### src/rtl/unified_mem_arbiter_if.sv
// Bundle of fetch, data and memory-side handshake signals for unified_mem_arbiter.
// The arbiter uses the slave view; the requesters and memory use the master view.
interface unified_mem_arbiter_if #(
   parameter int ADDR_W = 64,
   parameter int DATA_W = 64
);
   logic              if_req;
   logic [ADDR_W-1:0] if_addr;
   logic              if_gnt;
   logic              if_rvalid;
   logic              d_req;
   logic              d_we;
   logic [ADDR_W-1:0] d_addr;
   logic [DATA_W-1:0] d_wdata;
   logic              d_gnt;
   logic              d_rvalid;
   logic [DATA_W-1:0] rdata;
   logic              resp_err;
   logic              mem_req;
   logic              mem_we;
   logic [ADDR_W-1:0] mem_addr;
   logic [DATA_W-1:0] mem_wdata;
   logic              mem_ack;
   logic [DATA_W-1:0] mem_rdata;

   modport slave (
      input  if_req, if_addr, d_req, d_we, d_addr, d_wdata, mem_ack, mem_rdata,
      output if_gnt, if_rvalid, d_gnt, d_rvalid, rdata, resp_err,
             mem_req, mem_we, mem_addr, mem_wdata
   );

   modport master (
      output if_req, if_addr, d_req, d_we, d_addr, d_wdata, mem_ack, mem_rdata,
      input  if_gnt, if_rvalid, d_gnt, d_rvalid, rdata, resp_err,
             mem_req, mem_we, mem_addr, mem_wdata
   );
endinterface

### src/rtl/unified_mem_arbiter.sv
// Shares one single-ported memory between instruction fetch and data access, one transaction at a time.
// Define ARB_ROUND_ROBIN_EN for round-robin arbitration; otherwise data has fixed priority over fetch.
module unified_mem_arbiter #(
   parameter int ADDR_W  = 64,
   parameter int DATA_W  = 64,
   parameter int TIMEOUT = 16
) (
   input  logic                  clk,
   input  logic                  reset,
   unified_mem_arbiter_if.slave  bus
);
   typedef enum logic [1:0] {IDLE, BUSY, RESP} state_e;

   localparam int CNT_W = $clog2(TIMEOUT + 1);

   state_e            state_q;
   logic [CNT_W-1:0]  cnt_q;
   logic              owner_data_q;
   logic              we_q;
   logic [ADDR_W-1:0] addr_q;
   logic [DATA_W-1:0] wdata_q;
   logic [DATA_W-1:0] rdata_q;
   logic              err_q;
   logic              if_gnt_q;
   logic              d_gnt_q;
   logic              if_rvalid_q;
   logic              d_rvalid_q;
   logic              mem_req_q;
   logic              win_data;

`ifdef ARB_ROUND_ROBIN_EN
   logic              last_data_q;

   // Under contention the side that did not win last time gets the memory.
   always_comb begin
      win_data = bus.d_req && (!bus.if_req || !last_data_q);
   end
`else
   always_comb begin
      win_data = bus.d_req;
   end
`endif

   always_ff @(posedge clk) begin
      if (!reset) begin
         state_q      <= IDLE;
         cnt_q        <= '0;
         owner_data_q <= 1'b0;
         we_q         <= 1'b0;
         addr_q       <= '0;
         wdata_q      <= '0;
         rdata_q      <= '0;
         err_q        <= 1'b0;
         if_gnt_q     <= 1'b0;
         d_gnt_q      <= 1'b0;
         if_rvalid_q  <= 1'b0;
         d_rvalid_q   <= 1'b0;
         mem_req_q    <= 1'b0;
`ifdef ARB_ROUND_ROBIN_EN
         last_data_q  <= 1'b0;
`endif
      end else begin
         case (state_q)
            IDLE: begin
               if (bus.if_req || bus.d_req) begin
                  owner_data_q <= win_data;
                  we_q         <= win_data && bus.d_we;
                  addr_q       <= win_data ? bus.d_addr : bus.if_addr;
                  wdata_q      <= win_data ? bus.d_wdata : '0;
                  if_gnt_q     <= !win_data;
                  d_gnt_q      <= win_data;
                  mem_req_q    <= 1'b1;
                  cnt_q        <= '0;
                  state_q      <= BUSY;
`ifdef ARB_ROUND_ROBIN_EN
                  if (bus.if_req && bus.d_req) begin
                     last_data_q <= win_data;
                  end
`endif
               end
            end
            BUSY: begin
               if_gnt_q <= 1'b0;
               d_gnt_q  <= 1'b0;
               cnt_q    <= cnt_q + CNT_W'(1);
               // An ack on the final allowed cycle still counts as success.
               if (bus.mem_ack || (cnt_q == CNT_W'(TIMEOUT - 1))) begin
                  rdata_q     <= (bus.mem_ack && !we_q) ? bus.mem_rdata : '0;
                  err_q       <= !bus.mem_ack;
                  mem_req_q   <= 1'b0;
                  if_rvalid_q <= !owner_data_q;
                  d_rvalid_q  <= owner_data_q;
                  state_q     <= RESP;
               end
            end
            RESP: begin
               if_rvalid_q <= 1'b0;
               d_rvalid_q  <= 1'b0;
               state_q     <= IDLE;
            end
            default: begin
               state_q <= IDLE;
            end
         endcase
      end
   end

   assign bus.if_gnt    = if_gnt_q;
   assign bus.d_gnt     = d_gnt_q;
   assign bus.if_rvalid = if_rvalid_q;
   assign bus.d_rvalid  = d_rvalid_q;
   assign bus.rdata     = rdata_q;
   assign bus.resp_err  = err_q;
   assign bus.mem_req   = mem_req_q;
   assign bus.mem_we    = we_q;
   assign bus.mem_addr  = addr_q;
   assign bus.mem_wdata = wdata_q;
endmodule
### src/flat_wrapper.sv
// flat-port wrapper written by rule: the top's interface ports become plain ports
module unified_mem_arbiter_flat 
#(
   parameter int ADDR_W  = 64,
   parameter int DATA_W  = 64,
   parameter int TIMEOUT = 16
)
  (clk, reset, bus_if_req, bus_if_addr, bus_d_req, bus_d_we, bus_d_addr, bus_d_wdata, bus_mem_ack, bus_mem_rdata, bus_if_gnt, bus_if_rvalid, bus_d_gnt, bus_d_rvalid, bus_rdata, bus_resp_err, bus_mem_req, bus_mem_we, bus_mem_addr, bus_mem_wdata);
  unified_mem_arbiter_if #(.ADDR_W(ADDR_W), .DATA_W(DATA_W)) bus_i ();
  input  logic clk;
  input  logic reset;
  input wire logic [$bits(bus_i.if_req)-1:0] bus_if_req;
  input wire logic [$bits(bus_i.if_addr)-1:0] bus_if_addr;
  input wire logic [$bits(bus_i.d_req)-1:0] bus_d_req;
  input wire logic [$bits(bus_i.d_we)-1:0] bus_d_we;
  input wire logic [$bits(bus_i.d_addr)-1:0] bus_d_addr;
  input wire logic [$bits(bus_i.d_wdata)-1:0] bus_d_wdata;
  input wire logic [$bits(bus_i.mem_ack)-1:0] bus_mem_ack;
  input wire logic [$bits(bus_i.mem_rdata)-1:0] bus_mem_rdata;
  output wire logic [$bits(bus_i.if_gnt)-1:0] bus_if_gnt;
  output wire logic [$bits(bus_i.if_rvalid)-1:0] bus_if_rvalid;
  output wire logic [$bits(bus_i.d_gnt)-1:0] bus_d_gnt;
  output wire logic [$bits(bus_i.d_rvalid)-1:0] bus_d_rvalid;
  output wire logic [$bits(bus_i.rdata)-1:0] bus_rdata;
  output wire logic [$bits(bus_i.resp_err)-1:0] bus_resp_err;
  output wire logic [$bits(bus_i.mem_req)-1:0] bus_mem_req;
  output wire logic [$bits(bus_i.mem_we)-1:0] bus_mem_we;
  output wire logic [$bits(bus_i.mem_addr)-1:0] bus_mem_addr;
  output wire logic [$bits(bus_i.mem_wdata)-1:0] bus_mem_wdata;
  assign bus_i.if_req = bus_if_req;
  assign bus_i.if_addr = bus_if_addr;
  assign bus_i.d_req = bus_d_req;
  assign bus_i.d_we = bus_d_we;
  assign bus_i.d_addr = bus_d_addr;
  assign bus_i.d_wdata = bus_d_wdata;
  assign bus_i.mem_ack = bus_mem_ack;
  assign bus_i.mem_rdata = bus_mem_rdata;
  assign bus_if_gnt = bus_i.if_gnt;
  assign bus_if_rvalid = bus_i.if_rvalid;
  assign bus_d_gnt = bus_i.d_gnt;
  assign bus_d_rvalid = bus_i.d_rvalid;
  assign bus_rdata = bus_i.rdata;
  assign bus_resp_err = bus_i.resp_err;
  assign bus_mem_req = bus_i.mem_req;
  assign bus_mem_we = bus_i.mem_we;
  assign bus_mem_addr = bus_i.mem_addr;
  assign bus_mem_wdata = bus_i.mem_wdata;
  unified_mem_arbiter #(.ADDR_W(ADDR_W), .DATA_W(DATA_W), .TIMEOUT(TIMEOUT)) u_core (.clk(clk), .reset(reset), .bus(bus_i));
endmodule
### config.mk
export PLATFORM = sky130hd
export DESIGN_NAME = unified_mem_arbiter_flat
export DESIGN_NICKNAME = d
export VERILOG_FILES = /design/src/rtl/unified_mem_arbiter_if.sv /design/src/rtl/unified_mem_arbiter.sv /design/src/flat_wrapper.sv
export SDC_FILE = /design/constraint.sdc
export NUM_CORES = 1
export LEC_CHECK = 0
export ABC_CLOCK_PERIOD_IN_PS = 4320
export CORE_AREA = 2 2 180 182
export DETAILED_ROUTE_END_ITERATION = 8
export DIE_AREA = 0 0 182 184
export PLACE_DENSITY_LB_ADDON = 0.05
export SLEW_MARGIN = 25
export SYNTH_ARGS = -nofsm -noshare
export SYNTH_HDL_FRONTEND = slang
export SYNTH_SLANG_ARGS = --single-unit
export TNS_END_PERCENT = 1
### constraint.sdc
create_clock -name clk -period 4.32 [get_ports clk]
set_clock_uncertainty 0.2 [all_clocks]
set_input_delay 0.864 -clock clk [delete_from_list [all_inputs] [get_ports clk]]
set_output_delay 0.864 -clock clk [all_outputs]
set_load 0.02 [all_outputs]
==> impl_results.md <==
- Ranking of synthesized cells by area: dfxtp_1 (52%), a21oi_1 (8.7%), mux2i_1 (8.1%), a22o_1 (7.0%), a211oi_1 (6.1%)
- CTS Hold Bufs: 0
- Crit path launch type: register
- RSZ-0062 raised after global routing: no
- Post-synth EDFFs: 0
- Crit-path slowest cell: o21a_2
- Num rows: 65
- Slew @ Worst Pin: 0.769 ns
- DRT Pass-1 Iters: 5
- Die height: 184 µm
- # resized after CTS: 0
- Initial core utilization: 0.255
- CP max stage delay: 0.67 ns
- Critical path peak fanout: 33
- Fin crit share: 0.636
- N_diodes: 0
- CP Class: register to register
- Die ar.: 33500 µm²
- DRT iter0 DRCs: 369
- Worst-path cell chain: ha_1 -> and3_1 -> ha_1 -> nor2_1 -> o21a_2 -> buf_12 -> a22o_1
- CTS Root Cell: clkbuf_16
- CTS clk-pin slew, worst paths: 0.06 ns
- Mapped cell area: 8000 µm²
- TritonCTS clock tree: done
- Clock buffer depth: 3
- Fmax: 364 MHz
- Routability Congestion: 0.737
- Cell taking the most area after synthesis: dfxtp_1
- Ratio of cells with drive above 1 in the final layout: 0.0487
- R2R Path Start: u_core.cnt_q[0]$_SDFFE_PN0P_
- Total power: 5.42 mW
- R2r endpoint: u_core.bus.rdata[24]$_SDFFE_PN0P_
- Peak supply drop: 298 µV
- Synth Register Bits: 207
- Crit path from: u_core.cnt_q[0]$_SDFFE_PN0P_
- Most frequent cells after synthesis: dfxtp_1 (207), a21oi_1 (139), o21ai_0 (69)
- Setup TNS: 0 ns
- Crit path DAT: 3.00 ns
- Worst-Skew Late Latency: 0.52 ns
- Detailed Place HPWL: 21400 µm
- GRT Util Overall: 0.176
- Worst setup endpoint: u_core.bus.rdata[24]$_SDFFE_PN0P_
- # setup viols final: 0
- Synth warn: 0
- H-tree depth: 1
- Initial antenna violation count: 0
- Final wirelength: 31600 µm
- Fin crit period: 2.75 ns
- Min-delay worst type: register to register
- Final-report hold violation count: 0
- # clock sinks: 207
- Largest net degree at the start of global routing: 132
- Layout area overhead: 70.0%
- Max-Cap Viols: 0
- PD cells: 399 nW/µm²
- Most frequent cell after synthesis: dfxtp_1
- Top cell by count, worst path: ha_1
- Critical path endpoint category: register
- Antenna Violating Nets Remaining: 0
- Seq/Total Area, Yosys: 0.518
- Leak: 5.03 nW
- Slew margin rel.: 0.487
- Number of global-route vias before repair: 7521
- Share of flip-flops with an asynchronous set or reset: 0
- Chip width: 182 µm
- Synth cell types: 33
- Max Slew Vio Count: 0
- Top FF cell, synth: dfxtp_1
- Port bufs: 460
- Total gr overflow: 0
- Synth top area share: 0.518
- # DRC: 0
- Placeable Area: 31400 µm²
- Synth Area per Inst: 9.98 µm²
- Syn nets: 1066
- Worst reg-to-reg setup slack: 1.57 ns
- Average wire per standard cell: 19.3 µm
- First-pass GRT wire length: 46200 µm
- Status: complete, no violations
- Nets: 1477
- Synth Instances: 802
- Vias post-DR: 7800
- Vias per cell: 4.77
- Post-CTS setup buffer count: 0
- Num CTS Buffers: 26
- Critical path required time: 4.58 ns
- Cell count of the worst reg-to-reg path: 7
- IO Pins: 461
## sequential cells by signal, summed over array words and instances (netlist names)
| name | cells |
|---|---|
| u_core.cnt_q | 5 |
| u_core.bus.mem_addr | 64 |
| u_core.bus.d_gnt | 1 |
| u_core.bus.resp_err | 1 |
| u_core.bus.if_gnt | 1 |
| u_core.bus.mem_wdata | 64 |
| u_core.bus.rdata | 64 |
| u_core.bus.if_rvalid | 1 |
| u_core.state_q | 2 |
| u_core.bus.d_rvalid | 1 |
| u_core.bus.mem_req | 1 |
| u_core.owner_data_q | 1 |
| u_core.bus.mem_we | 1 |
## report_power, final
group | switching [mW] | internal (mW) | total, mW
registers | 0.0731 | 2.05 | 2.13
clock network | 0.846 | 1.29 | 2.13
logic | 0.583 | 0.583 | 1.17
## cells in the final DEF (no fill, tap or decap), drive strengths merged, types with 2 or more instances in the layout
cell and count:
a211oi 65, o21a 2, buf 11, o21ai 69, ha 2, mux2i 65
nor3 2, o211ai 7, clkdlybuf4s50 459, clkinvlp 2, dfxtp 207, nand2b 4
nand3 65, or3 3, nor2 5, a22o 64, or2 2, clkbuf 39
clkinv 5, inv 2, nand2 7, a21oi 139
## critical path, delay by kind of cell (launching register included)
| kind | cells | cell delay (ns) |
|---|---|---|
| simple gates | 2 | 0.61 |
| buf+inv | 1 | 0.28 |
| compound gates | 2 | 0.84 |
| fa+ha+maj | 2 | 0.41 |
| flops | 1 | 0.33 |
## per-layer routing
layer / global-route usage / vias up / share of wire
li1: - / 3810 / -
met4: 0.0597 / 0 / 0.032
met2: 0.299 / 328 / 0.47
met1: 0.208 / 3604 / 0.41
met5: 0 / - / 0
met3: 0.0600 / 58 / 0.087
## cell type report
class | count | area (µm²)
Clock buffer | 39 | 771
Timing Repair Buffer | 470 | 4760
Inverter | 2 | 10.0
Sequential cell | 207 | 4140
Multi-Input combinational cell | 506 | 3350
Tap cell | 402 | 503
Clock inverter | 8 | 70.1
Fill cell | 3090 | 17800
## worst min path at each step
stage,startpoint,end,slack [ns],cells past startpoint
2_1_floorplan,u_core.cnt_q[0]$_SDFFE_PN0P_,u_core.cnt_q[0]$_SDFFE_PN0P_,0.26,2
3_3_place_gp,u_core.bus.mem_wdata[21]$_SDFFE_PN0P_,u_core.bus.mem_wdata[21]$_SDFFE_PN0P_,0.26,2
3_5_place_dp,u_core.bus.rdata[18]$_SDFFE_PN0P_,u_core.bus.rdata[18]$_SDFFE_PN0P_,0.26,1
4_1_cts,u_core.bus.mem_wdata[21]$_SDFFE_PN0P_,u_core.bus.mem_wdata[21]$_SDFFE_PN0P_,0.27,2
5_1_grt,u_core.bus.mem_wdata[57]$_SDFFE_PN0P_,u_core.bus.mem_wdata[57]$_SDFFE_PN0P_,0.28,2
6_report,u_core.bus.mem_wdata[63]$_SDFFE_PN0P_,u_core.bus.mem_wdata[63]$_SDFFE_PN0P_,0.27,2
## stage by stage
step / worst slack [ns] / cell area (µm²) / hold WS, ns / instances / util
floorplan: 2.26 / 8000 / 0.262 / 802 / -
global placement: 1.15 / 12800 / 0.256 / 1587 / 0.406
detailed placement: 1.11 / 12800 / 0.262 / 1587 / 0.406
CTS: 1.53 / 13600 / 0.271 / 1634 / 0.433
global route: 1.38 / 13600 / 0.282 / 1634 / 0.433
finish: 1.57 / 13600 / 0.270 / 1634 / 0.433
## cell families (layout without fill, tap and decap cells)
family | Yosys count | after routing | synth area share
AOI/OAI and AO/OA | 347 | 347 | 0.271
and+or+nand+nor | 92 | 92 | 0.0618
adders and majority gates | 2 | 2 | 0.00313
muxes | 65 | 65 | 0.0813
DFF | 207 | 207 | 0.518
buffers and inverters | 89 | 519 | 0.0652
Power figures use the tool's default switching activity.
==> variant: new RTL, same settings <==
Add a define of `ARB_ROUND_ROBIN_EN`.
--- a/src/rtl/unified_mem_arbiter.sv
+++ b/src/rtl/unified_mem_arbiter.sv
@@ -1,5 +1,7 @@
 // Shares one single-ported memory between instruction fetch and data access, one transaction at a time.
 // Define ARB_ROUND_ROBIN_EN for round-robin arbitration; otherwise data has fixed priority over fetch.
+`define ARB_ROUND_ROBIN_EN
+
 module unified_mem_arbiter #(
    parameter int ADDR_W  = 64,
    parameter int DATA_W  = 64,
Behaviour: not the same (a bounded check fails within 10 cycles, from zero or initial values and one cycle with reset low).
==> variant against the original RTL <==
Sequential cell count is 1 higher; register-to-register slack improved by 320 ps; via count fell by 6.1%; routed wire length down 4.3%; total power down 2.7%; non-clock buffer count grew 1; global-route usage decreased by 0.75 points; area after synthesis is 6.7% lower; worst setup slack better by 92 ps; largest cell class unchanged; count of clock-buffer cells in the layout stayed put; cell area down 3.5%; clock power down 6%.
==> variant: results (changes against the original RTL) <==
[critical_path]
rr_endpoint = u_core.bus.rdata[41]$_SDFFE_PN0P_  ; was u_core.bus.rdata[24]$_SDFFE_PN0P_
path_max_fanout = 3  ; was 33
regToRegSetupSlack_ps = 1890  ; was 1570 ps
slowest_stage = clkdlybuf4s50_1  ; was o21a_2
crit_arrival_ps = 1590  ; was 3000 ps
cp_top_family = buffers and inverters  ; was compound AO/OA/AOI/OAI gates

[global_routing]
antenna_found_initial = 2  ; was 0
grt.total_usage_pct = 16.9  ; was 17.6%
grt_start_max_net_pins = 74  ; was 132
use_met1_pct = 19.6  ; was 20.8%
grt_pass1_vias = 7158  ; was 7521
grtUsageMet3_pct = 6.44  ; was 6.00%
met2_usage_pct = 29.1  ; was 29.9%
grt_first_pass_wirelength_um = 44200  ; was 46200 µm

[status]
outcome = complete, no violations  ; unchanged

[drt]
first_iter_violations = 360  ; was 369
first_pass_iters = 4  ; was 5
wl_met2_um = 14500  ; was 14800 µm
num_vias = 7328  ; was 7800
dr_wl_met3_um = 3140  ; was 2730 µm
finalWirelength_um = 30200  ; was 31600 µm
wl_met1_um = 12000  ; was 13000 µm

[sta]
worstMarginPinSlew_ps = 856  ; was 769 ps
fin_hold_ws_ps = 269  ; was 270 ps

[power_and_ir_drop]
internal-power_w = 0.00384  ; was 0.00392 W
leakagePower_nw = 4.93  ; was 5.03 nW
irDropWorstVdd_uv = 296  ; was 298 µV
p_sw_w = 0.00143  ; was 0.00150 W

[place]
placed_cell_area_um2 = 12300  ; was 12800 µm²
pre_cts_ws_ps = 1200  ; was 1110 ps
dp.cells = 1530  ; was 1587
gp_congestion = 0.729  ; was 0.737

[yosys]
synth_commonest_cells = 208 x dfxtp_1, 134 x nand2_1, 129 x a22o_1, 75 x a21oi_1, 64 x a311oi_1  ; was 207 x dfxtp_1, 139 x a21oi_1, 69 x o21ai_0
syn_nets = 993  ; was 1066
synth.area.mux_share_pct = 0.134  ; was 8.13%
ys_seq_area_share_pct = 55.8  ; was 51.8%
synth_area_leaders = dfxtp_1 56%, a22o_1 15%, a311oi_1 7.5%  ; was dfxtp_1 52%, a21oi_1 8.7%, mux2i_1 8.1%
synth_fa_ha_area_share_pct = 0.335  ; was 0.313%
synth-compound-area-share_pct = 29.7  ; was 27.1%
synth_area_per_cell_um2 = 10.2  ; was 9.98 µm²
synth-xor-area-share_pct = 0  ; unchanged

[hold_path]
holdPathStages = 1  ; was 2
min-delay-start = u_core.bus.mem_wdata[37]$_SDFFE_PN0P_  ; was u_core.bus.mem_wdata[63]$_SDFFE_PN0P_

[finish]
fill_cells = 3108  ; was 3090
drive_above_1_share_pct = 4.88  ; was 4.87%
fin_nets = 1420  ; was 1477

-- variant: cell count changes in the layout (fill, tap and decap cells not counted), sizes merged, moves of 62 or more --
| cell | before | now |
|---|---|---|
| a311oi | 0 | 64 |
| a22o | 64 | 129 |
| nand3 | 65 | 2 |
| nand2 | 7 | 134 |
| a21oi | 139 | 77 |
| mux2i | 65 | 1 |
| a211oi | 65 | 1 |
| o21ai | 69 | 4 |
-- variant: worst max path at each step --
stage | from | endpoint | slack (ps) | cells past startpoint
after CTS | u_core.bus.mem_we$_SDFFE_PN0P_ | bus_mem_we | 1590 | 1
after detailed placement | bus_if_req | u_core.bus.mem_addr[2]$_SDFFE_PN0P_ | 1200 | 5
final | u_core.bus.mem_we$_SDFFE_PN0P_ | bus_mem_we | 1670 | 1
after global placement | bus_if_req | u_core.bus.mem_addr[18]$_SDFFE_PN0P_ | 1240 | 5
after global routing | bus_if_req | u_core.bus.mem_addr[20]$_SDFFE_PN0P_ | 1580 | 5
after floorplan | u_core.cnt_q[0]$_SDFFE_PN0P_ | u_core.bus.rdata[0]$_SDFFE_PN0P_ | 2280 | 7
-- variant: logic make-up (layout without fill, tap and decap cells) --
kind of cell | count (synthesis) | after routing
mux | 1 | 1
flops | 208 | 208
fa+ha+maj | 2 | 2
buf+inv | 75 | 515
other cells | 0 | 2
simple gates | 156 | 156
compound gates | 287 | 287
-- variant: final cells by class --
class                           count  share of cell area (%)
Sequential cell                   208                    31.7
Clock inverter                      2                  0.0763
Tap cell                          402                    3.83
Timing Repair Buffer              471                    36.1
Antenna cell                        2                  0.0381
Inverter                            3                  0.0858
Clock buffer                       39                    5.80
Multi-Input combinational cell    446                    22.3
